===== src/rtl/tuple_hash_tagger.sv =====
// tuple_hash_tagger
// -----------------------------------------------------------------------------
// Front-end stage of the partitioner. Each accepted tuple is tagged with the
// murmur3 fmix32 hash of its key (XORed with HASH_SEED first). It also gets a
// per-batch serial number, its last flag and a constant was_joined=0. These
// form the sideband used by the distribution network.
// Three register stages (S1..S3) carry one tuple per cycle. Each stage has
// valid/ready backpressure, so bubbles collapse. S3 drives every output.
//
// Ports:
//   clk                 clock
//   reset               asynchronous, active-high reset
//   in_data             tuple; the key is in_data[KEY_WIDTH-1:0]
//   in_valid            tuple valid
//   in_last             final tuple of a batch
//   in_ready            a tuple is accepted this cycle when in_valid is high
//   out_data            tuple, delayed to line up with its hash
//   out_tag             fmix32(zext(key) ^ HASH_SEED)
//   out_valid           output valid
//   out_last_processed  in_last of this tuple
//   out_serialnum       serial number of this tuple within its batch
//   out_was_joined      always 0 (tuples enter unjoined)
//   out_ready           downstream accepts
// -----------------------------------------------------------------------------
module tuple_hash_tagger #(
  parameter int          INPUT_SIZE = 64,
  parameter int          KEY_WIDTH  = 32,
  parameter logic [31:0] HASH_SEED  = 32'h0000_0000
) (
  input  logic                  clk,
  input  logic                  reset,
  input  logic [INPUT_SIZE-1:0] in_data,
  input  logic                  in_valid,
  input  logic                  in_last,
  output logic                  in_ready,
  output logic [INPUT_SIZE-1:0] out_data,
  output logic [31:0]           out_tag,
  output logic                  out_valid,
  output logic                  out_last_processed,
  output logic [63:0]           out_serialnum,
  output logic                  out_was_joined,
  input  logic                  out_ready
);

  // fmix32 split into three steps, one per pipeline stage.
  // All products are truncated to 32 bits.
  function automatic logic [31:0] fmix_step1(input logic [31:0] h);
    logic [31:0] a;
    a = h ^ (h >> 16);
    return a * 32'h85EB_CA6B;
  endfunction

  function automatic logic [31:0] fmix_step2(input logic [31:0] r);
    logic [31:0] b;
    b = r ^ (r >> 13);
    return b * 32'hC2B2_AE35;
  endfunction

  function automatic logic [31:0] fmix_step3(input logic [31:0] r);
    return r ^ (r >> 16);
  endfunction

  // Stage registers.
  logic                  v1_r, v2_r, v3_r;
  logic [INPUT_SIZE-1:0] data1_r, data2_r, data3_r;
  logic                  last1_r, last2_r, last3_r;
  logic [63:0]           serial1_r, serial2_r, serial3_r;
  logic [31:0]           hash1_r, hash2_r, hash3_r;

  // Batch serial counter. The count shown is the one the next accepted tuple gets.
  logic [63:0]           serial_cnt_r;

  logic [31:0]           key_s;
  logic                  adv1_s, adv2_s, adv3_s;
  logic                  accept_s;

  // Zero-extend the key to 32 bits and apply the seed.
  always_comb begin
    key_s                = 32'h0000_0000;
    key_s[KEY_WIDTH-1:0] = in_data[KEY_WIDTH-1:0];
    key_s                = key_s ^ HASH_SEED;
  end

  // Ready chain from the output back to the input. A stage may load when it
  // is empty or when its content moves on in the same cycle.
  always_comb begin
    adv3_s   = !v3_r || out_ready;
    adv2_s   = !v2_r || adv3_s;
    adv1_s   = !v1_r || adv2_s;
    accept_s = in_valid && adv1_s;
  end

  assign in_ready = adv1_s;

  // Serial counter: advances only on a real input transfer. A batch ends on
  // in_last, and the next batch restarts at 0. Past all-ones the count wraps.
  always_ff @(posedge clk or posedge reset) begin
    if (reset) begin
      serial_cnt_r <= 64'd0;
    end else if (accept_s) begin
      if (in_last) begin
        serial_cnt_r <= 64'd0;
      end else begin
        serial_cnt_r <= serial_cnt_r + 64'd1;
      end
    end
  end

  // Stage 1: capture the tuple, its serial number and the first hash step.
  always_ff @(posedge clk or posedge reset) begin
    if (reset) begin
      v1_r      <= 1'b0;
      data1_r   <= '0;
      last1_r   <= 1'b0;
      serial1_r <= 64'd0;
      hash1_r   <= 32'h0000_0000;
    end else if (adv1_s) begin
      v1_r      <= in_valid;
      data1_r   <= in_data;
      last1_r   <= in_last;
      serial1_r <= serial_cnt_r;
      hash1_r   <= fmix_step1(key_s);
    end
  end

  // Stage 2: second hash step.
  always_ff @(posedge clk or posedge reset) begin
    if (reset) begin
      v2_r      <= 1'b0;
      data2_r   <= '0;
      last2_r   <= 1'b0;
      serial2_r <= 64'd0;
      hash2_r   <= 32'h0000_0000;
    end else if (adv2_s) begin
      v2_r      <= v1_r;
      data2_r   <= data1_r;
      last2_r   <= last1_r;
      serial2_r <= serial1_r;
      hash2_r   <= fmix_step2(hash1_r);
    end
  end

  // Stage 3: final hash step. This stage drives the outputs, so they hold
  // while a valid result waits for out_ready.
  always_ff @(posedge clk or posedge reset) begin
    if (reset) begin
      v3_r      <= 1'b0;
      data3_r   <= '0;
      last3_r   <= 1'b0;
      serial3_r <= 64'd0;
      hash3_r   <= 32'h0000_0000;
    end else if (adv3_s) begin
      v3_r      <= v2_r;
      data3_r   <= data2_r;
      last3_r   <= last2_r;
      serial3_r <= serial2_r;
      hash3_r   <= fmix_step3(hash2_r);
    end
  end

  assign out_valid          = v3_r;
  assign out_data           = data3_r;
  assign out_tag            = hash3_r;
  assign out_last_processed = last3_r;
  assign out_serialnum      = serial3_r;
  assign out_was_joined     = 1'b0;

endmodule


===== config.mk =====
export PLATFORM = sky130hd
export DESIGN_NAME = tuple_hash_tagger
export DESIGN_NICKNAME = d
export VERILOG_FILES = /design/src/rtl/tuple_hash_tagger.sv
export SDC_FILE = /design/constraint.sdc
export NUM_CORES = 2
export LEC_CHECK = 0
export CAP_MARGIN = 20
export CELL_PAD_IN_SITES_DETAIL_PLACEMENT = 0
export CELL_PAD_IN_SITES_GLOBAL_PLACEMENT = 1
export CORE_MARGIN = 1
export CORE_UTILIZATION = 47
export DETAILED_ROUTE_END_ITERATION = 10
export GPL_TIMING_DRIVEN = 0
export PLACE_DENSITY = 0.85
export SYNTH_ARGS = -nofsm -noshare
export SYNTH_HDL_FRONTEND = slang
export SYNTH_SLANG_ARGS = --single-unit

===== constraint.sdc =====
create_clock -name clk -period 27.7 [get_ports clk]
set_input_delay 8.31 -clock clk [delete_from_list [all_inputs] [get_ports clk]]
set_output_delay 8.31 -clock clk [all_outputs]
set_load 0.05 [all_outputs]

======== Yosys cells after proc, flatten, opt, wreduce, memory -nomap -nowiden ========
Cells that the tools add are included.
word-level totals
  bits in registers ....................... 550
  bits of input ports ..................... 69
  output and inout bits ................... 164
  word-level logic and storage cells ...... 30
operators by class
  $add $sub $neg .......................... 1
  $mul .................................... 2
  multiplexer cells ....................... 1
  bitwise gates (word level) .............. 3
  reduce and logical (&&, ||, !) cells .... 7
operator list
  kind                      number
  $add A64 B1 Y64 const B   1
  $mux W64                  1
  $xor A32 B16 Y32          2
  $mul A32 B31 Y32 const B  1
  $mul A32 B32 Y32 const B  1
  $xor A32 B19 Y32          1
  $logic_not A1 Y1          3
  $logic_or A1 B1 Y1        3
  $logic_and A1 B1 Y1       1

======== Logic depth before layout (Yosys ltp) ========
  word-level depth ........................ 5
  mapped depth ............................ 26
  mapped depth without buffers ............ 26

======== Least setup slack after synthesis ========
OpenSTA, ideal clock, no wires.
  kind .................................... input-to-output
  from .................................... in out_ready
  to ...................................... out in_ready
  arrival time ............................ 9732 ps
  data required time ...................... 19390 ps
  slack ................................... 9658 ps
  cell stages on the path ................. 7
  path buffers ............................ 4
  path through ............................ nor2b_1 > buf_2 > and3_4 > buf_6 > clkinv_4 > clkbuf_1 > clkbuf_1
between the ends
  cells in the longest elaborated chain, start to end .. 3
RTL lines
  what                RTL line  RTL
  start: declaration  42        input logic out_ready
  $logic_or A1 B1 Y1  87        adv3_s = !v3_r || out_ready;
  $logic_or A1 B1 Y1  88        adv2_s = !v2_r || adv3_s;
  $logic_or A1 B1 Y1  89        adv1_s = !v1_r || adv2_s;
  end: declaration    35        output logic in_ready,
Every way passes these cells.

======== Final worst setup path ========
Ends and elaborated chain as after synthesis.

==> flow_summary.toml <==
[status]
status = "finished, final reports clean"

[finish]
multiInputGateArea_sq_um = 22400
seq_area_sq_um = 13800
final_util_pct = 55.1
mostFrequentLayoutCells = "nand2_1 (1,328), inv_1 (570), dfrtp_1 (550)"
fin_nets = 5195
final_common_cell = "nand2_1"
syn2layout_area_growth_pct = 15.3
final_cells = 5475
fillers = 7292
drive_gt1_share_pct = 3.58

[placement]
gp_congestion = 0.973
dp.cells = 5360
place.port_buffers = 231
dp_hpwl_um = 81900

[floorplan]
start_util_pct = 47.8
rows = 104
die_x_um = 289
die-area_sq_um = 83600
die_h_um = 289
io_pins = 233
coreArea_sq_um = 81100

[yosys]
synth_cell_types = 79
synthesis.instances = 4058
ys_seq_area_share_pct = 35.5
synth_area_per_cell_sq_um = 9.55
async_reset_ff_share_pct = 100
synth-main-ff-cell = "dfrtp_1"
synth_edf_count = 0
ys_ff_latch = 550
syn_nets = 4890
syn_area_sq_um = 38800
yosys_warnings = 0

[routing]
drc_errors = 0
via_per_inst = 5.00
drtIter0Drc = 1562
ant_nets = 0
wl_per_cell_um = 18.4
num_vias = 27400
routed_wl_um = 101000
dr.pass1.iters = 5

[critical_path]
cp_data_required_time_ps = 19390
startpoint_type = "input pin"
r2r_start = "hash1_r[23]"
cp-end-kind = "primary output"
cp_max_fo = 10
reg2reg_to = "hash2_r[28]"
cp-startpoint = "out_ready"
r2r_setup_slack_ps = 19710
rr_worst_depth = 23
crit_arrival_ps = 11610
critPathKind = "input pin to primary output"

[timing]
fin_crit_sh_pct = 71.9
rsz0062_at_grt = "no"
relSlewSlack_pct = 16.4
period_needed_ps = 19920
tightest_slew_ps = 1250
finalSetupViolCount = 0
fmax_ghz = 0.0502
hold_viol = 0
hold_slack_ps = 421
finalMaxSlewViolations = 0
finClkSkew_ps = 77.5

[cts]
tritoncts = "built"
cts_root_buf = "clkbuf_16"
h-tree-depth = 2
clk_pin_slew_ps = 60
max-clock-path-buffers = 3
ctsHoldBuffers = 0
cts_resized = 0
clk_latency_ps = 670
cts_setup_buffers = 0
cts_buffers = 59
cts_sinks = 550

[global_route]
grt_remaining_overflow = 0
grt_pass1_vias = 28300
grt_first_pass_wirelength_um = 158000
antenna_found_initial = 2
grt.total_usage_pct = 24.8
grt_start_max_net_pins = 123

[hold_path]
hold_path_startpoint = "serial2_r[55]"
hold_depth = 2
holdPathEnd = "out_serialnum[55]"
hp-class = "flop to flop"

[flow_run]
maxCapViolations = 0
## final cells by class
| cell class | count | share of cell area (%) |
|---|---|---|
| Antenna cell | 1 | 0.00560 |
| Sequential cell | 550 | 30.8 |
| Buffer | 119 | 1.06 |
| Inverter | 573 | 4.84 |
| Clock buffer | 86 | 3.84 |
| Tap cell | 1060 | 2.97 |
| Multi-Input combinational cell | 2816 | 50.0 |
| Clock inverter | 26 | 0.770 |
| Timing Repair Buffer | 244 | 5.67 |
## per-stage QoR
step,setup WS (ps),instance area [sq um],setup TNS [ps]
global route,7610,44700,0
finish,7780,44700,0
floorplan,4010,38800,0
CTS,7690,44700,0
detailed placement,7710,42600,0
global placement,-2570,42400,-1336800
## routing by layer
layer  part of all wire (%)  vias up  track usage [%]
met2                     49      566             42.4
met4                    2.6        0             6.80
met1                     44    13600             33.2
li1                       -    13100                -
met5                      0        -                0
met3                    4.3      147             3.09
## registers in the layout, indices dropped and copies added (netlist names)
signal	cells
data1_r	64
data2_r	64
out_data	64
out_serialnum	64
serial1_r	64
serial2_r	64
serial_cnt_r	64
hash1_r	32
hash2_r	32
out_tag	32
last1_r	1
last2_r	1
out_last_processed	1
out_valid	1
v1_r	1
v2_r	1
## worst max-delay path: stages
cell	delay, ps
clkdlybuf4s50_1	480
nor2b_1	50
buf_2	200
and3_4	210
buf_6	150
clkinv_4	80
clkbuf_1	650
clkbuf_1	520
clkdlybuf4s50_1	950
## how the worst max path moves through the flow
stage,end
2_1_floorplan,data1_r[0]
3_3_place_gp,data1_r[2]
3_5_place_dp,in_ready
4_1_cts,in_ready
5_1_grt,in_ready
6_report,in_ready
## logic make-up (layout without fill, tap and decap cells)
logic type / Yosys count / count (layout) / synth area share [%]
AOI/OAI and AO/OA: 227 / 227 / 3.65
xor gates and xnor gates: 232 / 232 / 5.26
adders and majority gates: 763 / 763 / 32.1
buffers and inverters: 692 / 1048 / 6.78
DFF: 550 / 550 / 35.5
muxes: 2 / 2 / 0.0581
other: 1 / 2 / 0.00968
and+or+nand+nor: 1591 / 1591 / 16.6
## Yosys cell counts (3+ instances only)
cell type  instances  area (sq um)
and2_1            14          87.6
a31oi_1            4          25.0
nor2_1           110           413
nor2b_1            7          43.8
o21bai_1           6          45.0
a21oi_1           68           340
buf_1              6          22.5
fa_1             386          7730
a21o_1            20           150
o21ai_1           12          60.1
nor3_1             9          45.0
ha_1             377          4720
o21a_1             7          52.6
nand2_1         1328          4980
nand3_1           36           180
nand4_1           16           100
o31ai_1            5          37.5
nand2b_1          12          75.1
o21ai_0           66           330
and4_1             4          35.0
or3_1             13          81.3
nor3_2             6          60.1
dfrtp_1          550         13800
xnor2_1          117          1020
a211o_1            4          35.0
a211oi_1           3          22.5
inv_1            571          2140
and4_4             3          33.8
xor2_1           114           998
and3_1            12          75.1
clkbuf_1         106           398
buf_2              3          15.0
Power is not shown: default switching activity piles up to over one toggle a cycle in this logic, so the estimate is an artifact.
